### src/rtl/pipeline_controller.sv
// Five-stage pipeline hazard controller: per-stage stall generation, exception flush
// sequencing with front-end drain, and a stall watchdog with a saturating stall counter.
module pipeline_controller #(
   parameter int unsigned TIMEOUT_CYCLES = 1024
) (
   input  logic        clk,
   input  logic        rst,
   input  logic        stall_req_if,
   input  logic        stall_req_id,
   input  logic        stall_req_ex,
   input  logic        stall_req_mem,
   input  logic        exc_req,
   input  logic [31:0] exc_pc,
   output logic [4:0]  stall,
   output logic        flush,
   output logic [31:0] flush_pc,
   output logic        exc_busy,
   output logic        stall_timeout,
   output logic [31:0] stall_cycles
);

   localparam logic [1:0] IDLE  = 2'd0;
   localparam logic [1:0] WAIT  = 2'd1;
   localparam logic [1:0] FLUSH = 2'd2;

   localparam logic [15:0] WD_LIMIT = 16'(TIMEOUT_CYCLES - 1);

   logic [1:0]  state_q, state_d;
   logic [31:0] flush_pc_q, flush_pc_d;
   logic [15:0] wd_q, wd_d;
   logic        timeout_q, timeout_d;
   logic [31:0] cycles_q, cycles_d;
   logic [4:0]  stall_raw;
   logic        front_hold;
   logic        any_stall;

   // A later-stage stall freezes every earlier stage; wb never stalls.
   assign stall_raw = {1'b0,
                       stall_req_mem,
                       stall_req_mem | stall_req_ex,
                       stall_req_mem | stall_req_ex | stall_req_id,
                       stall_req_mem | stall_req_ex | stall_req_id | stall_req_if};

   // The redirect must wait until fetch and memory have no transaction in flight.
   assign front_hold = stall_req_if | stall_req_mem;

   always_comb begin
      flush    = (state_q == FLUSH);
      exc_busy = (state_q == WAIT) || (state_q == FLUSH);
      stall    = (!rst || flush) ? 5'b00000 : stall_raw;
      any_stall = |stall;
   end

   always_comb begin
      state_d    = state_q;
      flush_pc_d = flush_pc_q;
      unique case (state_q)
         IDLE: begin
            if (exc_req) begin
               flush_pc_d = exc_pc;
               state_d    = front_hold ? WAIT : FLUSH;
            end
         end
         WAIT: begin
            if (!front_hold) begin
               state_d = FLUSH;
            end
         end
         FLUSH: begin
            state_d = IDLE;
         end
         default: begin
            state_d = IDLE;
         end
      endcase
   end

   // Watchdog parks at its limit instead of wrapping; the timeout flag is sticky.
   always_comb begin
      wd_d      = wd_q;
      timeout_d = timeout_q;
      cycles_d  = cycles_q;
      if (any_stall) begin
         if (wd_q == WD_LIMIT) begin
            timeout_d = 1'b1;
         end else begin
            wd_d = wd_q + 16'd1;
         end
         if (cycles_q != 32'hFFFF_FFFF) begin
            cycles_d = cycles_q + 32'd1;
         end
      end else begin
         wd_d = 16'd0;
      end
   end

   always_ff @(posedge clk or negedge rst) begin
      if (!rst) begin
         state_q    <= IDLE;
         flush_pc_q <= 32'd0;
         wd_q       <= 16'd0;
         timeout_q  <= 1'b0;
         cycles_q   <= 32'd0;
      end else begin
         state_q    <= state_d;
         flush_pc_q <= flush_pc_d;
         wd_q       <= wd_d;
         timeout_q  <= timeout_d;
         cycles_q   <= cycles_d;
      end
   end

   assign flush_pc      = flush_pc_q;
   assign stall_timeout = timeout_q;
   assign stall_cycles  = cycles_q;

endmodule
### config.mk
export PLATFORM = sky130hd
export DESIGN_NAME = pipeline_controller
export DESIGN_NICKNAME = d
export VERILOG_FILES = /design/src/rtl/pipeline_controller.sv
export SDC_FILE = /design/constraint.sdc
export NUM_CORES = 1
export LEC_CHECK = 0
export BUFFER_PORTS_ARGS = -buffer_cell sky130_fd_sc_hd__buf_4
export CAP_MARGIN = 20
export CORE_AREA = 3 3 104 106
export CTS_BUF_LIST = sky130_fd_sc_hd__clkbuf_16
export DETAILED_ROUTE_END_ITERATION = 10
export DIE_AREA = 0 0 107 109
export SYNTH_ARGS = -nofsm -noshare
export SYNTH_HDL_FRONTEND = slang
export SYNTH_SLANG_ARGS = --single-unit
### constraint.sdc
create_clock -name clk -period 2.2 [get_ports clk]
set_input_delay 0.55 -clock clk [delete_from_list [all_inputs] [get_ports clk]]
set_output_delay 0.55 -clock clk [all_outputs]
set_load 0.01 [all_outputs]
---- Yosys cells after proc, flatten, opt, wreduce, memory -nomap -nowiden ----
Index checks and enable logic that the tools add are counted.
word-level totals
  register bits ........................... 83
  bits of input ports ..................... 39
  output and inout bits ................... 72
  logic and storage cells ................. 34
operators by class
  $add $sub $neg .......................... 2
  equality and inequality tests ........... 7
  mux-type cells .......................... 7
  bitwise gates (word level) .............. 4
  reduce and logical (&&, ||, !) cells .... 9
operators by type and width
  kind                     number
  $add A32 B1 Y32 const B  1
  $mux W16                 2
  $ne A32 B32 Y1 const B   1
  $add A16 B1 Y16 const B  1
  $eq A16 B10 Y1 const B   1
  $reduce_and A2 Y1        4
  $mux W2                  3
  $ne A2 B2 Y1 const B     3
  $reduce_or A5 Y1         1
  $mux W4                  1
  $or A1 B1 Y1             4
  $pmux W2 S2              1
  $eq A2 B1 Y1 const B     1
  $eq A2 B2 Y1 const B     1
  $logic_not A2 Y1         1
  $logic_or A1 B1 Y1       2
  $logic_not A1 Y1         1

---- Logic depth before layout (Yosys ltp) ----
Gate-level depths: netlist of the first run.
  depth in word-level cells ............... 6
  gate-level depth with buffers ........... 9
  depth with buffers taken out ............ 8

---- Worst setup path after synthesis of the first run ----
No wires, ideal clock.
  kind .................................... register -> output
  from .................................... register state_q[0]
  to ...................................... output port stall[0]
  data arrival time ....................... 1.557 ns
  data required time ...................... 1.650 ns
  path slack .............................. 0.093 ns
  stages on the path, launching flop included .. 8
  buffers on the path ..................... 2
  cell sequence ........................... dfrtp_1 > inv_1 > ha_1 > nand2b_1 > a21o_1 > clkbuf_1 > inv_1 > clkbuf_1
between the ends
  cells in the longest elaborated chain, start to end .. 3
RTL lines
  element                   line  RTL
  start: declaration        28    logic [1:0] state_q, state_d;
  start signal: assignment  105   state_q <= state_d;
  $eq A2 B2 Y1              48    flush = (state_q == FLUSH);
  named net flush           15    output logic flush,
  $logic_or A1 B1 Y1        50    stall = (!rst || flush) ? 5'b00000 : stall_raw;
  $mux W4                   50
  end: declaration          14    output logic [4:0] stall,
The timed path passes the listed nets, and every way through them passes these cells.

---- Final worst setup path of the first run ----
  from .................................... register wd_q[13]
  to ...................................... register wd_q[4]
between the ends
  cells in the longest elaborated chain, start to end .. 2
RTL lines
  element                   line  RTL
  start: declaration        30    logic [15:0] wd_q, wd_d;
  start signal: assignment  107   wd_q <= wd_d;
  $eq A16 B10 Y1            84    if (wd_q == WD_LIMIT) begin
  $ne A2 B2 Y1 (no line)    --
No other way between the ends.
A chain may end at the register's enable or synchronous reset.

==> results.yml, run 1 <==
worst_setup_path:
  path_depth: 6
  crit_path_max_incr_delay_ns: 0.51
  worstPathArrival_ns: 2.30
  required_ns: 2.42
  start_kind: "register"
  cp_max_fo: 7
  cp-end-kind: "register"
  cp.buffers_inverters: 1
  cp_slowest_cell: "or4_1"
  path_common_cell: "or4_1"
  crit_chain: "or4_1 > or4_1 > buf_4 > o2111ai_2 > xor2_1 > nor2_1"
  crit_family: "simple AND/OR/NAND/NOR gates"
  worstSetupPathType: "register to register"
  r2r_cells: 6
cells_and_area:
  fillerInstances: 877
  seq_area_sq_um: 2077
  syn2layout_area_growth_pct: 36.82
  final_layout_size_suffix_gt1_share_pct: 40.57
  num_antenna_cells: 0
  nets: 527
  multiInputGateArea_sq_um: 1812
power:
  power_frac_comb_pct: 35.2
  p_per_area_nw_per_um2: 1027
  p_seq_share_pct: 39.7
  pwr-share-clk_pct: 25.1
  ir_drop_mv: 0.4869
  cell_internal_pwr_uw: 3805
  leakage_uw: 0.002548
  switching_share_pct: 31.53
  switchingPower_uw: 1752
floorplan:
  die_h_um: 109
  dieArea_sq_um: 11660
  initial_core_util_pct: 40.09
  pin_count: 111
  std_cell_rows: 36
  core-area_sq_um: 9864
  fp.dieW_um: 107
placed_design:
  port_buffers: 109
  dpl.hpwl_um: 6936
  gp_congestion: 0.8028
  pre_cts_slack_ns: 0.1097
routing:
  viasPerCell: 5.103
  dr_total_vias: 3169
  first_iter_violations: 179
  drc_errors: 0
  drt_first_pass_iters: 4
  wl_per_cell_um: 15.32
  wirelength_um: 9514
  ant_nets: 0
global_route:
  grt_overflow: 0
  grt.total_usage_pct: 16.45
  grt_first_pass_wirelength_um: 15100
  antenna_found_initial: 0
  grt_pass1_vias: 3055
  grt_max_degree: 84
yosys:
  syn_nets: 391
  ys_ff_latch: 83
  netlist_area_sq_um: 3955
  syn_area_per_cell_sq_um: 11.40
  synth_edf_count: 0
  synth_cells: 347
  yosysWarnings: 0
  synth-seq-area-share_pct: 52.52
  synthArstFlopShare_pct: 100.0
  ys.flop_type: "dfrtp_1"
  synth_cell_types: 46
clocking:
  clk_path_buf_depth: 2
  root_buffer: "clkbuf_16"
  cts_buffers: 9
  clk_latency_ns: 0.33
  cts.sinks: 83
  htreeDepth: 3
  cts_tree: "built"
  cts_hold_buf: 0
  path_clk_slew_ns: 0.06
sta:
  drv_slew: 0
  setup_viol_count_final: 0
  fmax_mhz: 479.4
  final_period_minus_worst_setup_slack_ns: 2.086
  worst_slack_ns: 0.1140
  setup-tns-final_ns: 0
  tightest_slew_ns: 0.6037
  rsz0062_at_grt: "false"
  relSlewSlack_pct: 59.45
  period_share_pct: 94.82
  finalHoldViolCount: 0
  finClkSkew_ns: 0.005080
run:
  cap_violations: 0
min_path:
  hold_class: "input pin to asynchronous set/reset pin"
outcome:
  status: "finished, final reports clean"
[state kept, by name, summed over array words and instances (netlist names)]
signal,count
flush_pc,32
stall_cycles,32
stall_timeout,1
state_q,2
wd_q,16
[worst register-to-register path: stages, from the launching register on]
cell	delay, ns
dfrtp_1	0.39
or4_1	0.51
or4_1	0.47
buf_4	0.19
o2111ai_2	0.18
xor2_1	0.17
nor2_1	0.05
[placed cells by master, fill, tap and decap left out, types with 2 or more instances in the layout]
master / n
a21oi_1: 2
and3_1: 6
and4_1: 8
buf_12: 2
buf_4: 135
clkbuf_16: 9
clkinv_2: 2
clkinvlp_4: 2
dfrtp_1: 83
ha_1: 5
inv_1: 6
inv_6: 2
mux2_2: 32
nand2_1: 13
nand2b_1: 2
nand3_1: 24
nand4_1: 20
nor2_1: 29
nor2b_1: 2
nor3_1: 13
nor4_1: 10
nor4_4: 2
o2111ai_2: 2
o21ai_0: 4
or3_1: 5
or4_1: 3
xnor2_1: 17
xor2_1: 25
[final timing paths]
kind	slack [ns]	end	start
max in group asynchronous	1.27	stall_cycles[19]	rst
hold / removal	0.33	flush_pc[28]	rst
min in group clk	0.45	flush_pc[19]	exc_pc[19]
setup reg to reg	0.11	wd_q[4]	wd_q[13]
hold reg to reg	0.48	stall_timeout	stall_timeout
setup / recovery	0.11	wd_q[4]	wd_q[13]
[synthesized netlist by cell type, types with 2 or more instances]
cell type / number / share of area (%)
xor2_1: 25 / 5.5
ha_1: 5 / 1.6
nor3_1: 13 / 1.6
o2111ai_2: 2 / 0.76
and3_1: 6 / 0.95
or4_1: 3 / 0.57
nand3_1: 24 / 3.0
nor2_1: 29 / 2.8
dfrtp_1: 83 / 53
a21o_1: 2 / 0.38
mux2_2: 32 / 9.1
xnor2_1: 17 / 3.8
o21ai_0: 4 / 0.51
nand2b_1: 3 / 0.47
nor4_4: 2 / 1.1
nand4_1: 20 / 3.2
a21oi_1: 2 / 0.25
clkbuf_1: 4 / 0.38
and4_1: 8 / 1.8
nor4_1: 10 / 1.6
buf_1: 3 / 0.28
buf_2: 3 / 0.38
inv_1: 7 / 0.66
or3_1: 5 / 0.79
nand2_1: 13 / 1.2
nor2b_1: 2 / 0.32
[routing by layer]
metal / up-vias / share of wire, % / track usage [%]
met1: 1520 / 47 / 22.67
met4: 0 / 1.8 / 7.671
met5: - / 0 / 0
met2: 107 / 46 / 25.13
met3: 11 / 6.1 / 3.197
li1: 1531 / - / -
[what timing repair did]
action                     4_1_cts  5_1_grt
setup endpoints to repair        1        9
gates resized for setup          1        3
cloned                           0        0
setup buffers                    0        3
pin swaps                        0        1
[final cells by class]
cell class                      instances  area share (%)
Clock buffer                            9           4.162
Clock inverter                          7          0.9480
Inverter                                7          0.4855
Multi-Input combinational cell        245           33.48
Sequential cell                        83           38.38
Tap cell                              133           3.075
Timing Repair Buffer                  137           19.47
[through the flow]
step | instance area (sq um) | total power, uW | instances | utilization [%] | hold WS (ns)
floorplan | 3955 | 3140 | 347 | - | 0.2544
global placement | 5072 | 4139 | 601 | 51.42 | 0.4669
detailed placement | 5072 | 4182 | 601 | 51.42 | 0.4645
CTS | 5349 | 5606 | 617 | 54.22 | 0.4372
global route | 5411 | 5885 | 621 | 54.86 | 0.3783
finish | 5411 | 5556 | 621 | 54.86 | 0.3260
[power groups by stage]
stage / Combinational, uW / Clock [uW] / Sequential [uW]
floorplan: 726 / 0 / 2410
global placement: 1920 / 0 / 2220
detailed placement: 1950 / 0 / 2230
CTS: 1960 / 1440 / 2210
global route: 2130 / 1500 / 2260
finish: 1950 / 1400 / 2210
[cell families after synthesis]
logic type | count (synthesis) | synth area share, %
mux | 34 | 9.649
flops | 83 | 52.51
buf+inv | 19 | 2.183
simple gates | 145 | 21.16
fa+ha+maj | 5 | 1.582
xor+xnor | 42 | 9.301
compound gates | 18 | 3.512
other cells | 1 | 0.09482
(Power assumes the default switching activity.)
==> inputs of run 2 (changes only) <==
--- a/config.mk
+++ b/config.mk
@@ -5,12 +5,13 @@
 export SDC_FILE = /design/constraint.sdc
 export NUM_CORES = 1
 export LEC_CHECK = 0
+export ABC_AREA = 1
 export BUFFER_PORTS_ARGS = -buffer_cell sky130_fd_sc_hd__buf_4
 export CAP_MARGIN = 20
-export CORE_AREA = 3 3 104 106
+export CORE_AREA = 3 3 110 112
 export CTS_BUF_LIST = sky130_fd_sc_hd__clkbuf_16
 export DETAILED_ROUTE_END_ITERATION = 10
-export DIE_AREA = 0 0 107 109
+export DIE_AREA = 0 0 113 115
 export SYNTH_ARGS = -nofsm -noshare
 export SYNTH_HDL_FRONTEND = slang
 export SYNTH_SLANG_ARGS = --single-unit
==> results.yml, run 2 <==
sta:
  period_share_pct: 95.85
  drv_slew: 0
  finClkSkew_ns: 0.006286
  setup_viol_count_final: 0
  tightest_slew_ns: 0.9738
  finalHoldViolCount: 0
  fmax_mhz: 474.2
  final_period_minus_worst_setup_slack_ns: 2.109
  relSlewSlack_pct: 35.01
clocking:
  cts_tree: "built"
  cts.sinks: 83
  clk_latency_ns: 0.34
  cts_buffers: 9
  root_buffer: "clkbuf_16"
  clk_path_buf_depth: 2
  htreeDepth: 3
  path_clk_slew_ns: 0.07
  post_cts_buffers: 0
global_route:
  grt_overflow: 0
  antenna_found_initial: 0
  use_met2_pct: 30.17
  grt_first_pass_wirelength_um: 20070
  busiest_layer: "met2"
  grt_max_degree: 45
  grt.total_usage_pct: 19.30
  use_met1_pct: 25.31
  grt_pass1_vias: 4083
  grtUsageMet3_pct: 5.105
routing:
  first_iter_violations: 231
  dr_total_vias: 4295
  wl_per_cell_um: 13.61
  ant_nets: 0
  wirelength_um: 12120
  viasPerCell: 4.826
  drt_first_pass_iters: 5
  drc_errors: 0
worst_setup_path:
  crit_path_max_incr_delay_ns: 0.36
  cp-end-kind: "output port"
  r2r_start: "stall_cycles[1]"
  worstSetupPathType: "register to output port"
  required_ns: 1.65
  startpoint: "state_q[0]"
  worstPathArrival_ns: 1.56
  start_kind: "register"
  crit_chain: "inv_1 > ha_1 > nor2_2 > nand2_1 > inv_1 > buf_4"
  cp_slowest_cell: "dfrtp_1"
  path_common_cell: "inv_1"
  cp_max_fo: 4
yosys:
  synthSimpleGateAreaFrac_pct: 40.00
  netlist_area_sq_um: 4454
  syn_area_per_cell_sq_um: 7.082
  synth_top_family_by_area: "simple AND/OR/NAND/NOR gates"
  synth_common_cells: "292 x nand2_1, 83 x dfrtp_1, 75 x nor2_1"
  synth_mux_area_share_pct: 0
  yosysWarnings: 0
  synth_edf_count: 0
  synth_cells: 629
  synth_top_area_cell: "dfrtp_1"
  synth_cell_types: 31
  ys_ff_latch: 83
  synth-compound-area-share_pct: 2.865
  synth_top_area_share_pct: 46.63
  synthArstFlopShare_pct: 100.0
  synthXorXnorAreaFrac_pct: 2.556
  ys.flop_type: "dfrtp_1"
  yosys.area_share.adder_pct: 1.404
  synth_area_leaders: "dfrtp_1 47%, nand2_1 25%, nor2_1 6.3%, inv_1 4.7%, nand3_1 3.6%"
  synth_most_common_cell: "nand2_1"
  synth-seq-area-share_pct: 46.63
  syn_nets: 673
placed_design:
  port_buffers: 109
  dpl.hpwl_um: 9092
  dp_cells: 874
  gp_congestion: 0.9159
  placed_cell_area_sq_um: 5425
power:
  leakage_uw: 0.002948
  p_per_area_nw_per_um2: 937.7
  ir_drop_mv: 0.7519
floorplan:
  core-area_sq_um: 11320
  pin_count: 111
  dieArea_sq_um: 13000
  initial_core_util_pct: 39.35
  die_h_um: 115
  fp.dieW_um: 113
  std_cell_rows: 39
cells_and_area:
  num_antenna_cells: 0
  fillerInstances: 1131
  syn2layout_area_growth_pct: 28.43
  nets: 786
  final_layout_size_suffix_gt1_share_pct: 19.01
  stdcell_area_sq_um: 5720
  final_core_util_pct: 50.53
  final_cells: 890
  final_common_cell: "nand2_1"
  layout_common_cells: "292 x nand2_1, 115 x buf_4, 83 x dfrtp_1"
min_path:
  hold_class: "input pin to asynchronous set/reset pin"
outcome:
  status: "finished, final reports clean"
run:
  cap_violations: 0
==> run 2: changes by cell type after synthesis, moves of 8 or more <==
cell / change
and4_1: -8
mux2_2: -32
xor2_1: -17
nand2_1: +279
nor4_1: -10
inv_1: +49
nand3_1: +8
xnor2_1: -12
nor2_1: +46
==> run 2: where the power goes <==
part           internal, uW  switching (uW)  total (uW)
combinational           773             924        1700
clock                   877             634        1510
sequential             1900             261        2160
total                  3550            1820        5360
==> run 2: cell type report <==
cell class | count | area, sq um | area share [%]
Clock buffer | 9 | 225.2 | 3.937
Clock inverter | 7 | 67.56 | 1.181
Inverter | 57 | 216.5 | 3.784
Tap cell | 143 | 178.9 | 3.128
Sequential cell | 83 | 2077 | 36.31
Multi-Input combinational cell | 476 | 2092 | 36.57
Timing Repair Buffer | 115 | 863.3 | 15.09
==> run 2: path summary, 6_finish.rpt <==
kind | slack, ns | to | cells past startpoint
worst min-delay path | 0.30 | stall_cycles[22] | 2
min in group clk | 0.39 | flush_pc[24] | 3
max in group asynchronous | 0.91 | stall_cycles[9] | 3
worst max-delay path | 0.09 | stall[0] | 6
worst max register to register | 0.22 | stall_cycles[14] | 10
worst min register to register | 0.48 | stall_timeout | 2
==> run 2: per-stage QoR <==
step           hold WS [ns]  power, uW  worst slack [ns]  setup TNS (ns)
2_1_floorplan        0.2544       2987            0.4370               0
3_3_place_gp         0.4514       3862            0.2402               0
3_5_place_dp         0.4563       3899            0.1887               0
4_1_cts              0.3173       5441           0.04547               0
5_1_grt              0.3361       5708          -0.01117        -0.01919
6_report             0.2955       5364           0.09131               0
==> run 2: layer usage <==
layer  up-vias  share of wire [%]
met5         -                  0
li1       2170                  -
met1      1990                 45
met2       116                 46
met3        19                6.4
met4         0                2.2
==> run 2: cell families (layout without fill, tap and decap cells) <==
logic type	count (synthesis)	in the layout
simple gates	434	434
flops	83	83
buf+inv	70	188
compound gates	23	23
xor+xnor	13	13
fa+ha+maj	5	5
other cells	1	1
==> run 2: what timing repair did <==
action	in CTS	in global routing
hold buffers	0	0
setup endpoints to repair	0	2
gates resized for setup	0	1
==> run 2: critical path: cells and delay by family, from the launching register on <==
kind                       cells  cell delay [ns]
and+or+nand+nor                2             0.23
DFF                            1             0.36
adders and majority gates      1             0.25
buffers and inverters          3             0.37
==> inputs of run 3 (changes only) <==
==> constraint.sdc (replaced) <==
create_clock -name clk -period 1.95 [get_ports clk]
set_input_delay 0.4875 -clock clk [delete_from_list [all_inputs] [get_ports clk]]
set_output_delay 0.4875 -clock clk [all_outputs]
set_load 0.01 [all_outputs]
==> results.yml, run 3 (same netlist as run 2, synthesis figures left out) <==
global_route:
  grt_pass1_vias: 4119
  grt.total_usage_pct: 19.14
  grt_overflow: 0
  grt_first_pass_wirelength_um: 19910
  antenna_found_initial: 0
  grt_max_degree: 44
sta:
  relSlewSlack_pct: 63.37
  worst_slack_ns: 0.1255
  tightest_slew_ns: 0.5494
  period_share_pct: 93.56
  setup-tns-final_ns: 0
  fmax_mhz: 548.1
  finClkSkew_ns: 0.006646
  final_period_minus_worst_setup_slack_ns: 1.824
  holdWs_ns: 0.2753
  drv_slew: 0
  finalHoldViolCount: 0
  setup_viol_count_final: 0
routing:
  dr_total_vias: 4336
  wl_per_cell_um: 13.35
  ant_nets: 0
  wirelength_um: 11990
  drc_errors: 0
  viasPerCell: 4.829
  drt_first_pass_iters: 4
  first_iter_violations: 226
worst_setup_path:
  worstSetupPathType: "register to output port"
  start_kind: "register"
  cp_max_fo: 3
  worstPathArrival_ns: 1.34
  r2r_cells: 10
  cp-end-kind: "output port"
  r2r_setup_slack_ns: 0.17
  required_ns: 1.46
clocking:
  cts.sinks: 83
  htreeDepth: 3
  cts_buffers: 9
  cts_tree: "built"
  clk_latency_ns: 0.34
  path_clk_slew_ns: 0.06
  clk_path_buf_depth: 2
  root_buffer: "clkbuf_16"
cells_and_area:
  final_layout_size_suffix_gt1_share_pct: 20.26
  final_core_util_pct: 51.27
  final_cells: 898
  layout_common_cells: "292 x nand2_1, 121 x buf_4, 83 x dfrtp_1"
  num_antenna_cells: 0
  fillerInstances: 1134
  nets: 794
  syn2layout_area_growth_pct: 30.31
  final_common_cell: "nand2_1"
floorplan:
  dieArea_sq_um: 13000
  initial_core_util_pct: 39.35
  std_cell_rows: 39
  die_h_um: 115
  core-area_sq_um: 11320
  fp.dieW_um: 113
  pin_count: 111
run:
  cap_violations: 0
power:
  leakage_uw: 0.002977
  ir_drop_mv: 0.6053
  p_per_area_nw_per_um2: 1041
placed_design:
  pre_cts_slack_ns: 0.07583
  gp_congestion: 0.9137
  dpl.hpwl_um: 8950
  dp_cells: 878
  port_buffers: 109
outcome:
  status: "finished, final reports clean"
min_path:
  hold_class: "input pin to asynchronous set/reset pin"
[run 3: cell count changes in the layout (fill, tap and decap cells not counted), sizes merged]
cell / previous run / this run
clkinv: 5 / 2
nand2: 296 / 297
clkinvlp: 0 / 2
buf: 115 / 122
inv: 58 / 59
[run 3: metrics by stage]
| stage | area [sq um] | total power (uW) |
|---|---|---|
| 6_report | 5804 | 6041 |
| 3_5_place_dp | 5468 | 4404 |
| 4_1_cts | 5772 | 6127 |
| 2_1_floorplan | 4454 | 3370 |
| 3_3_place_gp | 5468 | 4371 |
| 5_1_grt | 5804 | 6482 |
[run 3: where the power goes]
part	switching (uW)	leakage, uW	internal (uW)
combinational	1040	0.00174	921
clock	666	0.000141	975
sequential	295	0.00109	2140
total	2000	0.00298	4040
[run 3: worst paths after layout]
| check | start | endpoint |
|---|---|---|
| min in group clk | exc_pc[17] | flush_pc[17] |
| max in group asynchronous | rst | wd_q[9] |
| worst min register to register | stall_timeout | stall_timeout |
| worst min-delay path | rst | stall_cycles[24] |
| worst max register to register | stall_cycles[1] | stall_cycles[29] |
| worst max-delay path | state_q[0] | stall[3] |
[run 3: routing by layer]
metal  up-vias  global-route usage, %  share of wire [%]
met5         -                      0                  0
met4         0                  9.215                2.6
met3        20                  5.526                7.7
met2       130                  29.23                 45
met1      1994                  25.11                 44
li1       2192                      -                  -
[run 3: final cells by class]
type	count	area [sq um]	area share, %
Multi-Input combinational cell	477	2117	36.47
Timing Repair Buffer	122	928.4	15.99
Sequential cell	83	2077	35.78
Clock buffer	9	225.2	3.880
Inverter	57	216.5	3.729
Clock inverter	7	61.31	1.056
Tap cell	143	178.9	3.083
[run 3: critical path, stage by stage (launching register included)]
cell	delay, ns
dfrtp_1	0.34
inv_1	0.07
ha_2	0.19
nor2_2	0.11
inv_2	0.06
nor2_1	0.09
buf_4	0.13
[run 3: repair_timing]
| item | CTS | global route |
|---|---|---|
| hold buffers | 0 | 0 |
| pin swaps | 0 | 3 |
| gates cloned | 0 | 1 |
| gates resized for setup | 2 | 5 |
| setup buffers | 2 | 1 |
| setup endpoints to repair | 3 | 27 |
